**config.mk**
```make
export PLATFORM = sky130hd
export DESIGN_NAME = memory_arbiter_flat
export DESIGN_NICKNAME = d
export VERILOG_FILES = /design/src/rtl/memory_arbiter_if.sv /design/src/rtl/memory_arbiter.sv /design/src/flat_wrapper.sv
export SDC_FILE = /design/constraint.sdc
export NUM_CORES = 1
export LEC_CHECK = 0
export ABC_AREA = 1
export BUFFER_PORTS_ARGS = -buffer_cell sky130_fd_sc_hd__buf_2
export CAP_MARGIN = 20
export CORE_UTILIZATION = 53
export CTS_BUF_LIST = sky130_fd_sc_hd__clkbuf_4 sky130_fd_sc_hd__clkbuf_8
export CTS_CLUSTER_SIZE = 14
export DETAILED_ROUTE_END_ITERATION = 16
export PLACE_DENSITY = 0.95
export SLEW_MARGIN = 25
export SYNTH_ARGS = -nofsm -noshare
export SYNTH_HDL_FRONTEND = slang
export SYNTH_SLANG_ARGS = --single-unit
```
**constraint.sdc**
```tcl
create_clock -name CLK -period 13.25 [get_ports CLK]
set_clock_uncertainty 0.1 [all_clocks]
set_input_delay 1.325 -clock CLK [delete_from_list [all_inputs] [get_ports CLK]]
set_output_delay 1.325 -clock CLK [all_outputs]
set_load 0.03 [all_outputs]
```
**src/rtl/memory_arbiter_if.sv**
```systemverilog
// Requester and RAM signals of the instruction/data memory arbiter.
// The slave modport is the arbiter's view; master is the surrounding datapath/RAM.
interface memory_arbiter_if #(
    parameter int ADDR_W = 32,
    parameter int DATA_W = 32
);
    logic              iREN;
    logic [ADDR_W-1:0] iaddr;
    logic [DATA_W-1:0] iload;
    logic              ihit;
    logic              dREN;
    logic              dWEN;
    logic [ADDR_W-1:0] daddr;
    logic [DATA_W-1:0] dstore;
    logic [DATA_W-1:0] dload;
    logic              dhit;
    logic              halt;
    logic              ramREN;
    logic              ramWEN;
    logic [ADDR_W-1:0] ramaddr;
    logic [DATA_W-1:0] ramstore;
    logic [DATA_W-1:0] ramload;
    logic              ramready;
    logic              busy;
    logic              timeout_err;

    modport slave (
        input  iREN, iaddr, dREN, dWEN, daddr, dstore, halt, ramload, ramready,
        output iload, ihit, dload, dhit, ramREN, ramWEN, ramaddr, ramstore,
               busy, timeout_err
    );

    modport master (
        output iREN, iaddr, dREN, dWEN, daddr, dstore, halt, ramload, ramready,
        input  iload, ihit, dload, dhit, ramREN, ramWEN, ramaddr, ramstore,
               busy, timeout_err
    );
endinterface

```
**src/rtl/memory_arbiter.sv**
```systemverilog
// Single-ported RAM arbiter: data port has strict priority over instruction fetch,
// one grant at a time, registered outputs, and a sticky watchdog timeout.
module memory_arbiter #(
    parameter int ADDR_W  = 32,
    parameter int DATA_W  = 32,
    parameter int TIMEOUT = 16
) (
    input logic               CLK,
    input logic               RST,
    memory_arbiter_if.slave   bus
);
    localparam int CNT_W = $clog2(TIMEOUT + 1);

    typedef enum logic [2:0] {IDLE, DACC, IACC, RESP, ERR} state_t;

    state_t             state_q, state_d;
    logic [CNT_W-1:0]   cnt_q, cnt_d;
    logic               ramren_q, ramren_d;
    logic               ramwen_q, ramwen_d;
    logic [ADDR_W-1:0]  ramaddr_q, ramaddr_d;
    logic [DATA_W-1:0]  ramstore_q, ramstore_d;
    logic [DATA_W-1:0]  iload_q, iload_d;
    logic [DATA_W-1:0]  dload_q, dload_d;
    logic               ihit_q, ihit_d;
    logic               dhit_q, dhit_d;
    logic               busy_q, busy_d;
    logic               err_q, err_d;
    logic               last_cycle;

    assign last_cycle = (cnt_q == CNT_W'(TIMEOUT - 1));

    always_comb begin
        state_d    = state_q;
        cnt_d      = cnt_q;
        ramren_d   = 1'b0;
        ramwen_d   = 1'b0;
        ramaddr_d  = ramaddr_q;
        ramstore_d = ramstore_q;
        iload_d    = iload_q;
        dload_d    = dload_q;
        ihit_d     = 1'b0;
        dhit_d     = 1'b0;
        case (state_q)
            IDLE: begin
                if (bus.dREN || bus.dWEN) begin
                    state_d    = DACC;
                    cnt_d      = '0;
                    ramwen_d   = bus.dWEN;
                    ramren_d   = !bus.dWEN;
                    ramaddr_d  = bus.daddr;
                    ramstore_d = bus.dstore;
                end else if (bus.iREN && !bus.halt) begin
                    state_d    = IACC;
                    cnt_d      = '0;
                    ramren_d   = 1'b1;
                    ramaddr_d  = bus.iaddr;
                end
            end
            DACC, IACC: begin
                // ready in the final allowed cycle still completes the access
                if (bus.ramready) begin
                    state_d = RESP;
                    if (state_q == DACC) begin
                        dhit_d = 1'b1;
                        if (ramren_q) dload_d = bus.ramload;
                    end else begin
                        ihit_d  = 1'b1;
                        iload_d = bus.ramload;
                    end
                end else if (last_cycle) begin
                    state_d = ERR;
                end else begin
                    cnt_d    = cnt_q + 1'b1;
                    ramren_d = ramren_q;
                    ramwen_d = ramwen_q;
                end
            end
            RESP:    state_d = IDLE;
            ERR:     state_d = ERR;
            default: state_d = IDLE;
        endcase
        busy_d = (state_d != IDLE);
        err_d  = err_q || (state_d == ERR);
    end

    always_ff @(posedge CLK or posedge RST) begin
        if (RST) begin
            state_q    <= IDLE;
            cnt_q      <= '0;
            ramren_q   <= 1'b0;
            ramwen_q   <= 1'b0;
            ramaddr_q  <= '0;
            ramstore_q <= '0;
            iload_q    <= '0;
            dload_q    <= '0;
            ihit_q     <= 1'b0;
            dhit_q     <= 1'b0;
            busy_q     <= 1'b0;
            err_q      <= 1'b0;
        end else begin
            state_q    <= state_d;
            cnt_q      <= cnt_d;
            ramren_q   <= ramren_d;
            ramwen_q   <= ramwen_d;
            ramaddr_q  <= ramaddr_d;
            ramstore_q <= ramstore_d;
            iload_q    <= iload_d;
            dload_q    <= dload_d;
            ihit_q     <= ihit_d;
            dhit_q     <= dhit_d;
            busy_q     <= busy_d;
            err_q      <= err_d;
        end
    end

    assign bus.ramREN      = ramren_q;
    assign bus.ramWEN      = ramwen_q;
    assign bus.ramaddr     = ramaddr_q;
    assign bus.ramstore    = ramstore_q;
    assign bus.iload       = iload_q;
    assign bus.dload       = dload_q;
    assign bus.ihit        = ihit_q;
    assign bus.dhit        = dhit_q;
    assign bus.busy        = busy_q;
    assign bus.timeout_err = err_q;
endmodule
```
**src/flat_wrapper.sv**
```systemverilog
// flat-port wrapper written by rule: the top's interface ports become plain ports
module memory_arbiter_flat 
#(
    parameter int ADDR_W  = 32,
    parameter int DATA_W  = 32,
    parameter int TIMEOUT = 16
)
  (CLK, RST, bus_iREN, bus_iaddr, bus_dREN, bus_dWEN, bus_daddr, bus_dstore, bus_halt, bus_ramload, bus_ramready, bus_iload, bus_ihit, bus_dload, bus_dhit, bus_ramREN, bus_ramWEN, bus_ramaddr, bus_ramstore, bus_busy, bus_timeout_err);
  memory_arbiter_if #(.ADDR_W(ADDR_W), .DATA_W(DATA_W)) bus_i ();
  input logic CLK;
  input logic RST;
  input wire logic [$bits(bus_i.iREN)-1:0] bus_iREN;
  input wire logic [$bits(bus_i.iaddr)-1:0] bus_iaddr;
  input wire logic [$bits(bus_i.dREN)-1:0] bus_dREN;
  input wire logic [$bits(bus_i.dWEN)-1:0] bus_dWEN;
  input wire logic [$bits(bus_i.daddr)-1:0] bus_daddr;
  input wire logic [$bits(bus_i.dstore)-1:0] bus_dstore;
  input wire logic [$bits(bus_i.halt)-1:0] bus_halt;
  input wire logic [$bits(bus_i.ramload)-1:0] bus_ramload;
  input wire logic [$bits(bus_i.ramready)-1:0] bus_ramready;
  output wire logic [$bits(bus_i.iload)-1:0] bus_iload;
  output wire logic [$bits(bus_i.ihit)-1:0] bus_ihit;
  output wire logic [$bits(bus_i.dload)-1:0] bus_dload;
  output wire logic [$bits(bus_i.dhit)-1:0] bus_dhit;
  output wire logic [$bits(bus_i.ramREN)-1:0] bus_ramREN;
  output wire logic [$bits(bus_i.ramWEN)-1:0] bus_ramWEN;
  output wire logic [$bits(bus_i.ramaddr)-1:0] bus_ramaddr;
  output wire logic [$bits(bus_i.ramstore)-1:0] bus_ramstore;
  output wire logic [$bits(bus_i.busy)-1:0] bus_busy;
  output wire logic [$bits(bus_i.timeout_err)-1:0] bus_timeout_err;
  assign bus_i.iREN = bus_iREN;
  assign bus_i.iaddr = bus_iaddr;
  assign bus_i.dREN = bus_dREN;
  assign bus_i.dWEN = bus_dWEN;
  assign bus_i.daddr = bus_daddr;
  assign bus_i.dstore = bus_dstore;
  assign bus_i.halt = bus_halt;
  assign bus_i.ramload = bus_ramload;
  assign bus_i.ramready = bus_ramready;
  assign bus_iload = bus_i.iload;
  assign bus_ihit = bus_i.ihit;
  assign bus_dload = bus_i.dload;
  assign bus_dhit = bus_i.dhit;
  assign bus_ramREN = bus_i.ramREN;
  assign bus_ramWEN = bus_i.ramWEN;
  assign bus_ramaddr = bus_i.ramaddr;
  assign bus_ramstore = bus_i.ramstore;
  assign bus_busy = bus_i.busy;
  assign bus_timeout_err = bus_i.timeout_err;
  memory_arbiter #(.ADDR_W(ADDR_W), .DATA_W(DATA_W), .TIMEOUT(TIMEOUT)) u_core (.CLK(CLK), .RST(RST), .bus(bus_i));
endmodule
```
==> qor.yml <==
global_route:
  grt_max_degree: 84
  first_global_vias: 4973
  grt.met1_usage: 0.2964
  top_usage_layer: "met2"
  antenna_found_initial: 0
  overflow: 0
  track_usage: 0.2434
  use_met2: 0.4248
  met3_usage: 0.05269
  grt_pass1_wl_mm: 23.60
worst_setup_path:
  regToRegStartpoint: "u_core.state_q[0]$_DFF_PP0_"
  reg2reg_slack_ns: 11.06
  end_kind: "flip-flop"
  start_kind: "input pin"
  critPathMaxFanout: 35
  critical_path_class: "in -> reg"
  crit_arrival_ns: 3.09
  required_ns: 13.45
  startpoint: "bus_dWEN"
timing:
  fmax_ghz: 0.3454
  rsz0062_at_grt: "false"
  holdWs_ns: 0.3618
  relSlewSlack: 0.4404
  setup_viol: 0
  period_share: 0.2185
  finalHoldViolCount: 0
  finalCriticalPeriod_ns: 2.896
  slew_viol_final: 0
  tns_ns: 0
  worst_pin_slew_ns: 0.8394
  fin_ws_ns: 10.35
synth:
  synth_xor_area_frac: 0.002806
  yosys_warnings: 0
  synth_compound_area_frac: 0.1387
  netlist_area_mm2: 0.006243
  ys_types: 28
  synthSimpleGateAreaFrac: 0.2102
  synth_top_family_by_area: "simple AND/OR/NAND/NOR gates"
  muxShareOfSynthArea: 0
  synth_area_per_cell_um2: 9.786
  ys_ff_latch: 142
  synthAdderAreaFrac: 0.004008
  synthesis.nets: 775
  syn-instance-count: 638
  yosysSeqAreaShare: 0.5691
pwr:
  ir_drop_uv: 189.0
  power_density_mw_per_mm2: 263.7
  leakagePower_nw: 4.467
placed_design:
  portBuffers: 268
  post-place-ws_ns: 9.899
  place_hpwl_mm: 10.22
  gp_congestion: 0.8146
  dp_cells: 1019
hold_path:
  min_from: "u_core.bus.timeout_err$_DFF_PP0_"
  min_path_type: "reg -> reg"
clock_tree:
  cts_buffers: 17
  cts_tree: "done"
  path_clk_slew_ns: 0.07
  cts.sinks: 142
  cts-root-buf: "clkbuf_8"
  clk_latency_ns: 0.42
  htree_levels: 4
  post_cts_buffers: 0
  cts_buffer_depth: 2
  cts_resized: 0
  holdBufCountCts: 0
route:
  ant_nets: 0
  vias_per_cell: 4.889
  drt-total-wl_mm: 14.25
  drc: 0
  firstDrtPassIters: 4
  drtIter0Drc: 310
  num_vias: 5138
  wire_per_inst_um: 13.56
die:
  initial_core_util: 0.5445
  core-area_mm2: 0.01147
  die-area_mm2: 0.01222
  die_w_um: 110.5
  rows: 39
  die_h_um: 110.5
  io_pins: 269
layout:
  final_core_util: 0.6921
  syn_to_final_growth_pct: 27.11
  nets: 1032
  fill_cells: 841
  drive_above_1_share: 0.4218
  layout.cells.non_filler: 1051
  n_antenna_cell: 0
  layout_commonest_cell: "buf_2"
  layout_common_cells: "buf_2, nand2_1, dfrtp_1, inv_1, o21ai_0"
outcome:
  outcome: "completed"
flow_run:
  cap_violations: 0
[critical path, stage by stage]
cell	delay, ns
buf_2	0.12
nor2_4	0.08
buf_4	0.47
nor2_4	0.27
inv_2	0.48
nand2_1	0.14
nor2_1	0.14
nand2_1	0.06
[worst paths after layout]
| path | to | cells past startpoint |
|---|---|---|
| max reg2reg | u_core.bus.busy$_DFF_PP0_ | 7 |
| max in group asynchronous | u_core.bus.dload[9]$_DFFE_PP0P_ | 3 |
| min in group asynchronous | u_core.bus.ramstore[30]$_DFFE_PP0P_ | 2 |
| min | u_core.bus.timeout_err$_DFF_PP0_ | 2 |
| max | u_core.bus.busy$_DFF_PP0_ | 8 |
| min reg2reg | u_core.bus.timeout_err$_DFF_PP0_ | 2 |
[synth_stat cells]
cell	count	area [um2]
nand2_4	3	33.78
nand2_1	250	938.4
nand3_1	7	35.03
clkbuf_2	2	10.01
inv_2	3	11.26
nor2_4	4	45.04
buf_2	15	75.07
nor2_1	4	15.01
or2_1	1	6.260
inv_6	1	8.760
clkbuf_1	1	3.750
o21ai_0	35	175.2
o211ai_2	30	375.4
a21oi_1	4	20.02
or2_2	3	18.77
inv_1	47	176.4
or2_0	28	175.2
nand2_2	2	12.51
o21ai_2	32	280.3
xor2_1	2	17.52
buf_12	3	60.06
nand3_2	2	20.02
nand3b_1	1	7.510
dfrtp_1	142	3553
o211ai_1	2	15.01
buf_6	11	123.9
nor3_1	1	5.000
ha_1	2	25.02
[report_power, final]
| part | switching, mW | total (mW) | leakage (nW) | internal [mW] |
|---|---|---|---|---|
| registers | 0.109 | 0.738 | 1.77 | 0.629 |
| logic | 0.724 | 1.00 | 2.49 | 0.278 |
| clock network | 0.160 | 0.354 | 0.206 | 0.194 |
| total | 0.992 | 2.09 | 4.47 | 1.10 |
[state kept, by name, indices dropped and copies added (netlist names)]
signal and count:
u_core.bus.ramREN 1, u_core.bus.iload 32, u_core.bus.dload 32, u_core.cnt_q 5, u_core.bus.ramWEN 1, u_core.state_q 3
u_core.bus.ramaddr 32, u_core.bus.timeout_err 1, u_core.bus.dhit 1, u_core.bus.ihit 1, u_core.bus.ramstore 32, u_core.bus.busy 1
[final cells by class]
class | instances | area [um2] | area share
sequential | 142 | 3553 | 0.4477
multi-input combinational | 413 | 2228 | 0.2808
tap | 143 | 178.9 | 0.02254
timing repair buffer | 270 | 1356 | 0.1709
clock inverter | 13 | 162.7 | 0.02050
inverter | 51 | 201.4 | 0.02538
clock buffer | 19 | 255.2 | 0.03216
[routing by layer]
layer | part of all wire | wire length, um | up-vias
li1 | - | - | 2526
met4 | 0.013 | 182 | 0
met5 | 0 | 0 | -
met2 | 0.52 | 7362 | 210
met1 | 0.41 | 5848 | 2386
met3 | 0.060 | 854 | 16
[per-stage QoR]
stage	cell area [um2]	power [mW]
3_3_place_gp	7511	1.713
5_1_grt	7936	2.225
3_5_place_dp	7511	1.749
4_1_cts	7929	2.109
2_1_floorplan	6243	1.476
6_report	7936	2.093
[kinds of logic after synthesis]
logic type | after synthesis
fa+ha+maj | 2
flops | 142
xor+xnor | 2
simple gates | 306
buf+inv | 83
compound gates | 103
Note: power is estimated with default switching activity, not from simulation.
